===== src/rtl/cpu_multicycle_seq_pkg.sv =====
// ----------------------------------------------------------------------------
// cpu_pkg
// Shared definitions for the multi-cycle sequencer:
//   - RV64 major opcode constants used by the class decoder
//   - 3-bit sequencer state encoding (S_FETCH..S_TRAP), exported on the
//     debug state output
//   - instruction class encoding and the opcode -> class decode helper
// ----------------------------------------------------------------------------
package cpu_pkg;

   localparam logic [6:0] OP_LOAD   = 7'b0000011;
   localparam logic [6:0] OP_STORE  = 7'b0100011;
   localparam logic [6:0] OP_BRANCH = 7'b1100011;
   localparam logic [6:0] OP_ALU_R  = 7'b0110011;
   localparam logic [6:0] OP_ALU_I  = 7'b0010011;

   typedef enum logic [2:0] {
      S_FETCH     = 3'd0,
      S_DECODE    = 3'd1,
      S_EXECUTE   = 3'd2,
      S_MEMORY    = 3'd3,
      S_WRITEBACK = 3'd4,
      S_TRAP      = 3'd5
   } state_t;

   typedef enum logic [2:0] {
      CL_LOAD    = 3'd0,
      CL_STORE   = 3'd1,
      CL_BRANCH  = 3'd2,
      CL_ALU     = 3'd3,
      CL_ILLEGAL = 3'd4
   } class_t;

   // Map a major opcode onto the class that steers the sequencer.
   // Register- and immediate-form ALU ops share one class: the
   // sequencer treats them identically.
   function automatic class_t decode_class(input logic [6:0] op);
      class_t cl;
      case (op)
         OP_LOAD:            cl = CL_LOAD;
         OP_STORE:           cl = CL_STORE;
         OP_BRANCH:          cl = CL_BRANCH;
         OP_ALU_R, OP_ALU_I: cl = CL_ALU;
         default:            cl = CL_ILLEGAL;
      endcase
      return cl;
   endfunction

endpackage


===== src/rtl/cpu_multicycle_seq_if.sv =====
// ----------------------------------------------------------------------------
// cpu_multicycle_seq_if
// Bundle of every sequencer control / handshake signal.
//   master : the sequencer (drives requests, enables, debug state, trap)
//   slave  : the datapath and memories (drive opcode, alu_zero, readys)
//
// Handshake: a request (imem_req / dmem_req) rises in the first cycle of
// FETCH / MEMORY and stays high, unchanged, through the cycle in which the
// matching ready is 1; that cycle completes the transfer. A ready seen
// while the matching request is low means nothing and is ignored. A
// request may be dropped without ready on timeout (-> trap) or reset.
// ----------------------------------------------------------------------------
interface cpu_multicycle_seq_if;

   logic [6:0] opcode;      // instr[6:0], valid from DECODE onward
   logic       alu_zero;    // ALU zero flag, valid in EXECUTE
   logic       imem_req;    // instruction fetch request
   logic       imem_ready;  // fetch complete, instruction valid
   logic       dmem_req;    // data memory request
   logic       dmem_we;     // 1 = store, 0 = load (with dmem_req)
   logic       dmem_ready;  // data access complete
   logic       ir_we;       // latch instruction register
   logic       pc_we;       // update PC (one instruction retires)
   logic       pc_sel;      // 0 = PC+4, 1 = branch target
   logic       rf_we;       // register file write enable
   logic       mem_to_reg;  // writeback source: 1 = load data
   logic [2:0] state;       // debug: current state encoding
   logic       trap;        // sticky fault flag

   modport master (
      input  opcode, alu_zero, imem_ready, dmem_ready,
      output imem_req, dmem_req, dmem_we, ir_we, pc_we, pc_sel,
             rf_we, mem_to_reg, state, trap
   );

   modport slave (
      output opcode, alu_zero, imem_ready, dmem_ready,
      input  imem_req, dmem_req, dmem_we, ir_we, pc_we, pc_sel,
             rf_we, mem_to_reg, state, trap
   );

endinterface


===== src/rtl/cpu_multicycle_seq_wait_timer.sv =====
// ----------------------------------------------------------------------------
// seq_wait_timer
// Counts cycles spent waiting on a memory handshake.
// Ports:
//   clk, rst : rising-edge clock, synchronous active-high reset
//   clr      : clear the count (state change)
//   inc      : one more wait cycle
//   expired  : count has reached MAX_WAIT (never asserted if MAX_WAIT = 0)
// The counter is ceil(log2(MAX_WAIT+1)) bits and saturates at MAX_WAIT,
// so it can never wrap back below the limit.
// ----------------------------------------------------------------------------
module seq_wait_timer #(
   parameter int unsigned MAX_WAIT = 15
) (
   input  logic clk,
   input  logic rst,
   input  logic clr,
   input  logic inc,
   output logic expired
);

   // A zero limit still needs a legal (1-bit) vector; it simply never counts.
   localparam int unsigned CW = (MAX_WAIT > 0) ? $clog2(MAX_WAIT + 1) : 1;
   localparam logic [CW-1:0] LP_MAX = CW'(MAX_WAIT);

   logic [CW-1:0] r_cnt;

   always_ff @(posedge clk) begin
      if (rst || clr) begin
         r_cnt <= '0;
      end else if (inc && (r_cnt != LP_MAX)) begin
         r_cnt <= r_cnt + 1'b1;
      end
   end

   always_comb begin
      expired = (MAX_WAIT != 0) && (r_cnt == LP_MAX);
   end

endmodule


===== src/rtl/cpu_multicycle_seq.sv =====
// ----------------------------------------------------------------------------
// cpu_multicycle_seq
// Multi-cycle sequencer for the RV64 core: picks which of the shared-
// datapath stages (FETCH/DECODE/EXECUTE/MEMORY/WRITEBACK) runs each cycle,
// handshakes with variable-latency instruction/data memories, skips MEMORY
// for non-memory instructions and traps on illegal opcodes or on a memory
// handshake that exceeds MAX_WAIT cycles.
//
// Ports:
//   clk          rising-edge clock
//   rst          synchronous active-high reset; all outputs read 0 while high
//   bus          cpu_multicycle_seq_if.master (opcode, alu_zero, readys in;
//                requests, enables, debug state, trap out)
//   cycle_count  [WIDTH] cycles not in TRAP     (CPU_SEQ_PERF_CNT_EN only)
//   instret      [WIDTH] retired instructions   (CPU_SEQ_PERF_CNT_EN only)
//
// Optional feature macro: CPU_SEQ_PERF_CNT_EN adds the two performance
// counters; without it the ports and counters do not exist.
//
// Outputs are combinational decodes of state, latched class and the ready
// inputs, so a ready completes its transfer in the same cycle it arrives.
// ----------------------------------------------------------------------------
module cpu_multicycle_seq
   import cpu_pkg::*;
#(
   parameter int unsigned WIDTH    = 64,
   parameter int unsigned MAX_WAIT = 15
) (
   input  logic                 clk,
   input  logic                 rst,
   cpu_multicycle_seq_if.master bus
`ifdef CPU_SEQ_PERF_CNT_EN
   ,
   output logic [WIDTH-1:0]     cycle_count,
   output logic [WIDTH-1:0]     instret
`endif
);

   if (WIDTH == 0) begin : g_bad_width
      $error("cpu_multicycle_seq: WIDTH must be at least 1");
   end

   state_t r_state;
   state_t w_next_state;
   class_t r_class;
   class_t w_dec_class;
   logic   w_expired;
   logic   w_tmr_inc;
   logic   w_tmr_clr;
   logic   w_pc_we;

   always_comb begin
      w_dec_class = decode_class(bus.opcode);
   end

   // ------------------------------------------------------------------
   // Next-state logic. Ready is checked before the timeout so a transfer
   // completing in the last allowed cycle is never turned into a trap.
   // ------------------------------------------------------------------
   always_comb begin
      w_next_state = r_state;
      w_tmr_inc    = 1'b0;
      case (r_state)
         S_FETCH: begin
            if (bus.imem_ready)  w_next_state = S_DECODE;
            else if (w_expired)  w_next_state = S_TRAP;
            else                 w_tmr_inc    = 1'b1;
         end
         S_DECODE: begin
            w_next_state = (w_dec_class == CL_ILLEGAL) ? S_TRAP : S_EXECUTE;
         end
         S_EXECUTE: begin
            case (r_class)
               CL_BRANCH:          w_next_state = S_FETCH;
               CL_ALU:             w_next_state = S_WRITEBACK;
               CL_LOAD, CL_STORE:  w_next_state = S_MEMORY;
               default:            w_next_state = S_TRAP;
            endcase
         end
         S_MEMORY: begin
            if (bus.dmem_ready)
               w_next_state = (r_class == CL_STORE) ? S_FETCH : S_WRITEBACK;
            else if (w_expired)
               w_next_state = S_TRAP;
            else
               w_tmr_inc = 1'b1;
         end
         S_WRITEBACK: w_next_state = S_FETCH;
         S_TRAP:      w_next_state = S_TRAP;
         default:     w_next_state = S_TRAP;
      endcase
   end

   // Every state change starts a fresh wait window.
   always_comb begin
      w_tmr_clr = (w_next_state != r_state);
   end

   always_ff @(posedge clk) begin
      if (rst) begin
         r_state <= S_FETCH;
         r_class <= CL_ILLEGAL;
      end else begin
         r_state <= w_next_state;
         if (r_state == S_DECODE) r_class <= w_dec_class;
      end
   end

   seq_wait_timer #(
      .MAX_WAIT (MAX_WAIT)
   ) u_wait_timer (
      .clk     (clk),
      .rst     (rst),
      .clr     (w_tmr_clr),
      .inc     (w_tmr_inc),
      .expired (w_expired)
   );

   // ------------------------------------------------------------------
   // Output decode. Everything reads 0 during reset, including the debug
   // state, so an abandoned memory request disappears immediately.
   // ------------------------------------------------------------------
   always_comb begin
      bus.imem_req   = 1'b0;
      bus.dmem_req   = 1'b0;
      bus.dmem_we    = 1'b0;
      bus.ir_we      = 1'b0;
      w_pc_we        = 1'b0;
      bus.pc_sel     = 1'b0;
      bus.rf_we      = 1'b0;
      bus.mem_to_reg = 1'b0;
      bus.trap       = 1'b0;
      bus.state      = S_FETCH;
      if (!rst) begin
         bus.state = r_state;
         case (r_state)
            S_FETCH: begin
               bus.imem_req = 1'b1;
               bus.ir_we    = bus.imem_ready;
            end
            S_EXECUTE: begin
               if (r_class == CL_BRANCH) begin
                  w_pc_we    = 1'b1;
                  bus.pc_sel = bus.alu_zero;
               end
            end
            S_MEMORY: begin
               bus.dmem_req = 1'b1;
               bus.dmem_we  = (r_class == CL_STORE);
               // A store retires as soon as its write is accepted.
               if (bus.dmem_ready && (r_class == CL_STORE)) w_pc_we = 1'b1;
            end
            S_WRITEBACK: begin
               bus.rf_we      = 1'b1;
               bus.mem_to_reg = (r_class == CL_LOAD);
               w_pc_we        = 1'b1;
            end
            S_TRAP: bus.trap = 1'b1;
            default: ;
         endcase
      end
   end

   always_comb begin
      bus.pc_we = w_pc_we;
   end

`ifdef CPU_SEQ_PERF_CNT_EN
   logic [WIDTH-1:0] r_cycle_count;
   logic [WIDTH-1:0] r_instret;

   // Both counters wrap naturally at 2^WIDTH; a retire is any pc_we cycle.
   always_ff @(posedge clk) begin
      if (rst) begin
         r_cycle_count <= '0;
         r_instret     <= '0;
      end else begin
         if (r_state != S_TRAP) r_cycle_count <= r_cycle_count + 1'b1;
         if (w_pc_we)           r_instret     <= r_instret + 1'b1;
      end
   end

   always_comb begin
      cycle_count = r_cycle_count;
      instret     = r_instret;
   end
`endif

endmodule


===== src/flat_wrapper.sv =====
// flat-port wrapper written by rule: the top's interface ports become plain ports
module cpu_multicycle_seq_flat import cpu_pkg::*;
#(
   parameter int unsigned WIDTH    = 64,
   parameter int unsigned MAX_WAIT = 15
)
  (clk, rst, bus_opcode, bus_alu_zero, bus_imem_ready, bus_dmem_ready, bus_imem_req, bus_dmem_req, bus_dmem_we, bus_ir_we, bus_pc_we, bus_pc_sel, bus_rf_we, bus_mem_to_reg, bus_state, bus_trap);
  cpu_multicycle_seq_if bus_i ();
  input  logic clk;
  input  logic rst;
  input wire logic [$bits(bus_i.opcode)-1:0] bus_opcode;
  input wire logic [$bits(bus_i.alu_zero)-1:0] bus_alu_zero;
  input wire logic [$bits(bus_i.imem_ready)-1:0] bus_imem_ready;
  input wire logic [$bits(bus_i.dmem_ready)-1:0] bus_dmem_ready;
  output wire logic [$bits(bus_i.imem_req)-1:0] bus_imem_req;
  output wire logic [$bits(bus_i.dmem_req)-1:0] bus_dmem_req;
  output wire logic [$bits(bus_i.dmem_we)-1:0] bus_dmem_we;
  output wire logic [$bits(bus_i.ir_we)-1:0] bus_ir_we;
  output wire logic [$bits(bus_i.pc_we)-1:0] bus_pc_we;
  output wire logic [$bits(bus_i.pc_sel)-1:0] bus_pc_sel;
  output wire logic [$bits(bus_i.rf_we)-1:0] bus_rf_we;
  output wire logic [$bits(bus_i.mem_to_reg)-1:0] bus_mem_to_reg;
  output wire logic [$bits(bus_i.state)-1:0] bus_state;
  output wire logic [$bits(bus_i.trap)-1:0] bus_trap;
  assign bus_i.opcode = bus_opcode;
  assign bus_i.alu_zero = bus_alu_zero;
  assign bus_i.imem_ready = bus_imem_ready;
  assign bus_i.dmem_ready = bus_dmem_ready;
  assign bus_imem_req = bus_i.imem_req;
  assign bus_dmem_req = bus_i.dmem_req;
  assign bus_dmem_we = bus_i.dmem_we;
  assign bus_ir_we = bus_i.ir_we;
  assign bus_pc_we = bus_i.pc_we;
  assign bus_pc_sel = bus_i.pc_sel;
  assign bus_rf_we = bus_i.rf_we;
  assign bus_mem_to_reg = bus_i.mem_to_reg;
  assign bus_state = bus_i.state;
  assign bus_trap = bus_i.trap;
  cpu_multicycle_seq #(.WIDTH(WIDTH), .MAX_WAIT(MAX_WAIT)) u_core (.clk(clk), .rst(rst), .bus(bus_i));
endmodule

===== config.mk =====
export PLATFORM = sky130hd
export DESIGN_NAME = cpu_multicycle_seq_flat
export DESIGN_NICKNAME = d
export VERILOG_FILES = /design/src/rtl/cpu_multicycle_seq_pkg.sv /design/src/rtl/cpu_multicycle_seq_if.sv /design/src/rtl/cpu_multicycle_seq_wait_timer.sv /design/src/rtl/cpu_multicycle_seq.sv /design/src/flat_wrapper.sv
export SDC_FILE = /design/constraint.sdc
export NUM_CORES = 1
export LEC_CHECK = 0
export ABC_AREA = 1
export ABC_CLOCK_PERIOD_IN_PS = 1800
export BUFFER_PORTS_ARGS = -buffer_cell sky130_fd_sc_hd__buf_2
export CAP_MARGIN = 0
export CORE_UTILIZATION = 44
export CTS_CLUSTER_SIZE = 40
export DETAILED_ROUTE_END_ITERATION = 8
export HOLD_SLACK_MARGIN = 0.06
export PLACE_DENSITY = 0.74
export SLEW_MARGIN = 20
export SYNTH_ARGS = -nofsm -noshare
export SYNTH_HDL_FRONTEND = slang
export SYNTH_HIERARCHICAL = 1
export SYNTH_SLANG_ARGS = --single-unit
export TNS_END_PERCENT = 1

===== constraint.sdc =====
create_clock -name clk -period 1.8 [get_ports clk]
set_clock_uncertainty 0.05 [all_clocks]
set_input_delay 0.36 -clock clk [delete_from_list [all_inputs] [get_ports clk]]
set_output_delay 0.36 -clock clk [all_outputs]
set_load 0.005 [all_outputs]

* After elaboration in Yosys (flattened, before gate mapping)
Index checks and enable logic that the tools add are counted.
** Storage, ports and cells
- Register bits :: 10
- Input port bits :: 12
- Output and inout bits :: 12
- Logic and storage cells :: 62
** Operators by class
- $add $sub $neg :: 1
- Equal/unequal tests :: 17
- Multiplexer cells :: 34
- Reduce and logical (&&, ||, !) cells :: 7
** Operators by type and width (number)
- $mux 1 :: 23
- $mux 3 :: 6
- $pmux 3 s5 :: 1
- $eq 7x6->1 const B :: 2
- $eq 3x2->1 const B :: 4
- $pmux 3 s4 :: 1
- $eq 3x3->1 const B :: 3
- $pmux 3 s3 :: 1
- $eq 7x2->1 const B :: 1
- $eq 7x5->1 const B :: 1
- $eq 7x7->1 const B :: 1
- $eq 3x1->1 const B :: 2
- $logic_not 3->1 :: 2
- $add 4x1->4 const B :: 1
- $eq 4x4->1 const B :: 1
- $ne 4x4->1 const B :: 1
- $reduce_or 2->1 :: 2
- $ne 3x3->1 :: 1
- $pmux 1 s3 :: 1
- $logic_and 1x1->1 :: 2
- $pmux 1 s2 :: 1
- $logic_or 1x1->1 :: 1

* Logic depth before layout (Yosys ltp)
- Depth after elaboration :: 8
- Mapped depth :: 16
- Gate-level depth less buffers :: 16

* Cells and area by module
The synthesis kept the hierarchy.
** Modules (own cells, without submodules)
- cpu_multicycle_seq :: instances 1, cells each 96, area an instance 533.0 um^2, sequential area each 120.1 um^2
- seq_wait_timer :: instances 1, cells each 29, area an instance 200.2 um^2, sequential area each 80.1 um^2

* Worst setup path before layout
Ideal clock, no wire load.
- Kind :: register -> register
- From :: register u_core.u_wait_timer.r_cnt[0]
- To :: register u_core.u_wait_timer.r_cnt[0]
- Library setup time :: 64 ps
- Arrival time :: 1572 ps
- Required time :: 1686 ps
- Setup slack :: 114 ps
- Stages on the path, launching flop included :: 17
- Path buffers :: 0
- Period minus slack after synthesis :: 1686 ps
- Path through :: dfxtp_1 -> ha_1 -> nand3_2 -> inv_1 -> inv_1 -> nand2_1 -> nand3_1 -> nand2_1 -> nor2_2 -> nand2_1 -> nand2_1 -> nand2_1 -> nor2_1 -> nand2_1 -> nor2_1 -> o21ai_0 -> nor2_1
** Between the ends
- Cells in the longest elaborated chain, start to end :: 6
- Elaborated cells on any way between the ends :: 14
- Those cells by class :: add/sub (1); eq/ne (3); mux (8); reduce/logical (2)
** Ends and longest elaborated chain
- from (decl) :: line cpu_multicycle_seq_wait_timer.sv:26 : logic [CW-1:0] r_cnt;
- from (signal assigned) :: line cpu_multicycle_seq_wait_timer.sv:32 : r_cnt <= r_cnt + 1'b1;
- $eq 4x4->1 (*) :: line cpu_multicycle_seq_wait_timer.sv:37 : expired = (MAX_WAIT != 0) && (r_cnt == LP_MAX);
- via u_core.w_expired :: line cpu_multicycle_seq.sv:47 : logic w_expired;
- $mux 3 (*) :: line cpu_multicycle_seq.sv:66, cpu_multicycle_seq.sv:83
- $mux 3, on equally long branches :: line cpu_multicycle_seq.sv:81, cpu_multicycle_seq.sv:65
- $pmux 3 s5 (*) :: line cpu_multicycle_seq.sv:63 : case (r_state)
- $ne 3x3->1 (*) :: line cpu_multicycle_seq.sv:96 : w_tmr_clr = (w_next_state != r_state);
- via u_core.w_tmr_clr :: line cpu_multicycle_seq.sv:49 : logic w_tmr_clr;
- $logic_or 1x1->1 (*) :: line cpu_multicycle_seq_wait_timer.sv:29 : if (rst || clr) begin
Mark *: on every way through the listed nets, which the timed path passes. The rest lies on a longest branch.
A chain may end at the register's enable or synchronous reset.

* Worst setup path after layout
- From :: register u_core.u_wait_timer.r_cnt[1]
- To :: register u_core.u_wait_timer.r_cnt[1]
** Between the ends
- Elaborated cells on any way between the ends :: 14
- Those cells by class :: add/sub (1); eq/ne (3); mux (8); reduce/logical (2)
** RTL lines
- $eq 4x4->1 (*) :: line cpu_multicycle_seq_wait_timer.sv:37
- via u_core.w_expired :: line cpu_multicycle_seq.sv:47
- $mux 1 (*) :: line cpu_multicycle_seq.sv:66, cpu_multicycle_seq.sv:83
- $mux 1, on equally long branches :: line cpu_multicycle_seq.sv:81, cpu_multicycle_seq.sv:65
- $pmux 1 s2 (*) :: line cpu_multicycle_seq.sv:63
- via u_core.w_tmr_inc :: line cpu_multicycle_seq.sv:48 : logic w_tmr_inc;
- $logic_and 1x1->1 (*) :: line cpu_multicycle_seq_wait_timer.sv:31 : end else if (inc && (r_cnt != LP_MAX)) begin
Marked as above.

==> flow_metrics.env <==
export IMPL_synth_area_um2=733
export IMPL_grt_max_degree=17
export IMPL_setup_ws_ns=-0.0564
export IMPL_worstRegToRegCells=10
export IMPL_synth_area_per_cell_um2=5.87
export IMPL_rsz0062_at_grt="yes"
export IMPL_final_common_cell="nor2_1"
export IMPL_hp_class="in2reg"
export IMPL_nFillCells=152
export IMPL_die_h_um=42.8
export IMPL_synth_warnings=6
export IMPL_timing_final_crit_share=1.03
export IMPL_drv_cap=0
export IMPL_start_util=0.481
export IMPL_setup_viol=5
export IMPL_tightest_slew_ns=0.510
export IMPL_area_delta_synth_final_pct=35.5
export IMPL_n_antenna_cell=0
export IMPL_crit_path_end_kind="register"
export IMPL_crit_fanout=5
export IMPL_final_cell_mix="nor2_1, buf_2, nand2_1"
export IMPL_crit_arrival_ns=1.99
export IMPL_gp_congestion=0.844
export IMPL_drive_above_1_share=0.346
export IMPL_outcome="finished with violations"
export IMPL_nets=173
export IMPL_power_leakage_nw=0.501
export IMPL_cts_htree_levels=1
export IMPL_placed_area_um2=887
export IMPL_cp_required_ns=1.93
export IMPL_die_x_um=42.8
export IMPL_stdcell_area_um2=993
export IMPL_ioPinCount=24
export IMPL_r2r_end="u_core/u_wait_timer/r_cnt[1]"
export IMPL_cts_hold_buffers_added=0
export IMPL_synth_seq_area_share=0.273
export IMPL_rr_startpoint="u_core/u_wait_timer/r_cnt[1]"
export IMPL_vias=937
export IMPL_wirelength_um=2130
export IMPL_cts_tree="done"
export IMPL_holdWs_ns=0.322
export IMPL_cts_made_buffers=3
export IMPL_critPathSlowestCell="o21ai_0"
export IMPL_rows=14
export IMPL_max_stage_delay_ns=0.43
export IMPL_synth_cells=125
export IMPL_clock_path_buffers=2
export IMPL_dr_pass1_iters=4
export IMPL_startpoint_type="register"
export IMPL_antenna_found_initial=0
export IMPL_syn_nets=138
export IMPL_drtIter0Drc=58
export IMPL_grt_pass1_wl_um=3130
export IMPL_die_area_mm2=0.00183
export IMPL_grt_usage=0.226
export IMPL_portBuffers=23
export IMPL_fin_crit_ns=1.86
export IMPL_grt_overflow=0
export IMPL_ys_ff_latch=10
export IMPL_finalHoldViolCount=0
export IMPL_ir_drop_mv=0.549
export IMPL_clock_sinks=10
export IMPL_pre_cts_slack_ns=-0.0528
export IMPL_wl_per_cell_um=12.2
export IMPL_ant_nets=0
export IMPL_p_total_uw=679
export IMPL_hpwlAfterDp_um=1420
export IMPL_slew_headroom=0.656
export IMPL_r2r_setup_slack_ns=-0.06
export IMPL_path_class="reg2reg"
export IMPL_clkLatencyLatePin_ns=0.28
export IMPL_grt_pass1_vias=786
export IMPL_vias_per_cell=5.35
export IMPL_hold_start="bus_opcode[6]"
export IMPL_crit_chain="ha_4 -> nand3_4 -> inv_2 -> inv_1 -> nand2_1 -> buf_4 -> o21ai_0 -> nand2_2 -> o21ai_1 -> nor2_1"
export IMPL_core_mm2=0.00152
export IMPL_ys_types=23
export IMPL_drv_slew=0
export IMPL_power_density_mw_per_mm2=684
export IMPL_holdPathEnd="u_core/r_class[1]"
export IMPL_clkTransAtPathRegs_ns=0.07
export IMPL_clockRootBuffer="clkbuf_4"
export IMPL_violations="setup timing"
export IMPL_tns_ns=-0.179
export IMPL_min_path_cells=3
export IMPL_drc=0
export IMPL_max_freq_ghz=0.539
[metal layers]
metal,wire length (um),track usage,part of all wire,vias to the layer above
li1,-,-,-,477
met1,895,0.279,0.42,420
met2,1030,0.364,0.48,36
met3,149,0.0468,0.070,4
met4,53,0.119,0.025,0
met5,0,0,0,-
[synthesized netlist by cell type]
cell,number,area (um2)
and3_1,1,6.26
a31oi_1,1,6.26
nand2_1,23,86.3
o211ai_1,1,7.51
dfxtp_1,10,200
clkinv_1,1,3.75
nor3_1,4,20.0
nor3_4,1,16.3
nor2_2,3,18.8
inv_1,11,41.3
o21ai_0,5,25.0
nor2_1,29,109
a21oi_1,8,40.0
ha_1,1,12.5
nor4_1,1,6.26
nor3_2,1,10.0
inv_2,5,18.8
nand2_2,2,12.5
nand3_2,1,10.0
o21ai_1,3,15.0
nand4_1,3,18.8
clkbuf_1,1,3.75
nand3_1,9,45.0
[layout make-up]
cell class                      count  area (um2)  share of cell area
Clock buffer                        4        36.3              0.0365
Tap cell                           16        20.0              0.0202
Timing Repair Buffer               31         175               0.176
Inverter                           17        63.8              0.0642
Sequential cell                    10         205               0.207
Multi-Input combinational cell     97         493               0.496
[power breakdown]
part	internal, mW	total (mW)	switching, mW
Clock	0.123	0.221	0.0976
Combinational	0.0797	0.200	0.120
Sequential	0.238	0.259	0.0202
Total	0.441	0.679	0.238
[sequential cells by signal (all words and copies together) (netlist names)]
signal,count
u_core/r_state,3
u_core/r_class,3
u_core/u_wait_timer/r_cnt,4
[critical path: cells and delay by family (launching register included)]
family | cells | cell delay (ns)
buf+inv | 3 | 0.24
simple gates | 4 | 0.37
compound gates | 2 | 0.58
fa+ha+maj | 1 | 0.18
flops | 1 | 0.34
[worst max-delay path by stage]
stage / start / cells past startpoint / slack (ns) / end
finish: u_core/u_wait_timer/r_cnt[1] / 10 / -0.06 / u_core/u_wait_timer/r_cnt[1]
global placement: u_core/u_wait_timer/r_cnt[0] / 16 / 0.02 / u_core/u_wait_timer/r_cnt[1]
global route: u_core/u_wait_timer/r_cnt[1] / 16 / -0.16 / u_core/u_wait_timer/r_cnt[1]
floorplan: u_core/u_wait_timer/r_cnt[0] / 16 / 0.11 / u_core/u_wait_timer/r_cnt[0]
CTS: u_core/r_state[1] / 5 / 0.002 / bus_mem_to_reg
detailed placement: u_core/u_wait_timer/r_cnt[0] / 16 / -0.05 / u_core/u_wait_timer/r_cnt[1]
[metrics by stage]
step                       util  cells
after floorplan               -    125
after global routing      0.652    175
after global placement    0.582    166
after detailed placement  0.582    166
final                     0.652    175
after CTS                 0.611    170
[logic make-up (layout without fill, tap and decap cells)]
group | Yosys count | count (layout) | share of synthesized area
DFF | 10 | 10 | 0.273
adders and majority gates | 1 | 1 | 0.0171
AOI/OAI and AO/OA | 18 | 18 | 0.128
buffers and inverters | 18 | 52 | 0.0921
and+or+nand+nor | 78 | 78 | 0.490
[what timing repair did]
action                                  CTS  global route
buffers inserted                          0             5
endpoints found under the setup margin    7             6
pin swaps                                 1             6
gates cloned                              0             0
gates resized for setup                   4             9
Power figures use the tool's default switching activity.
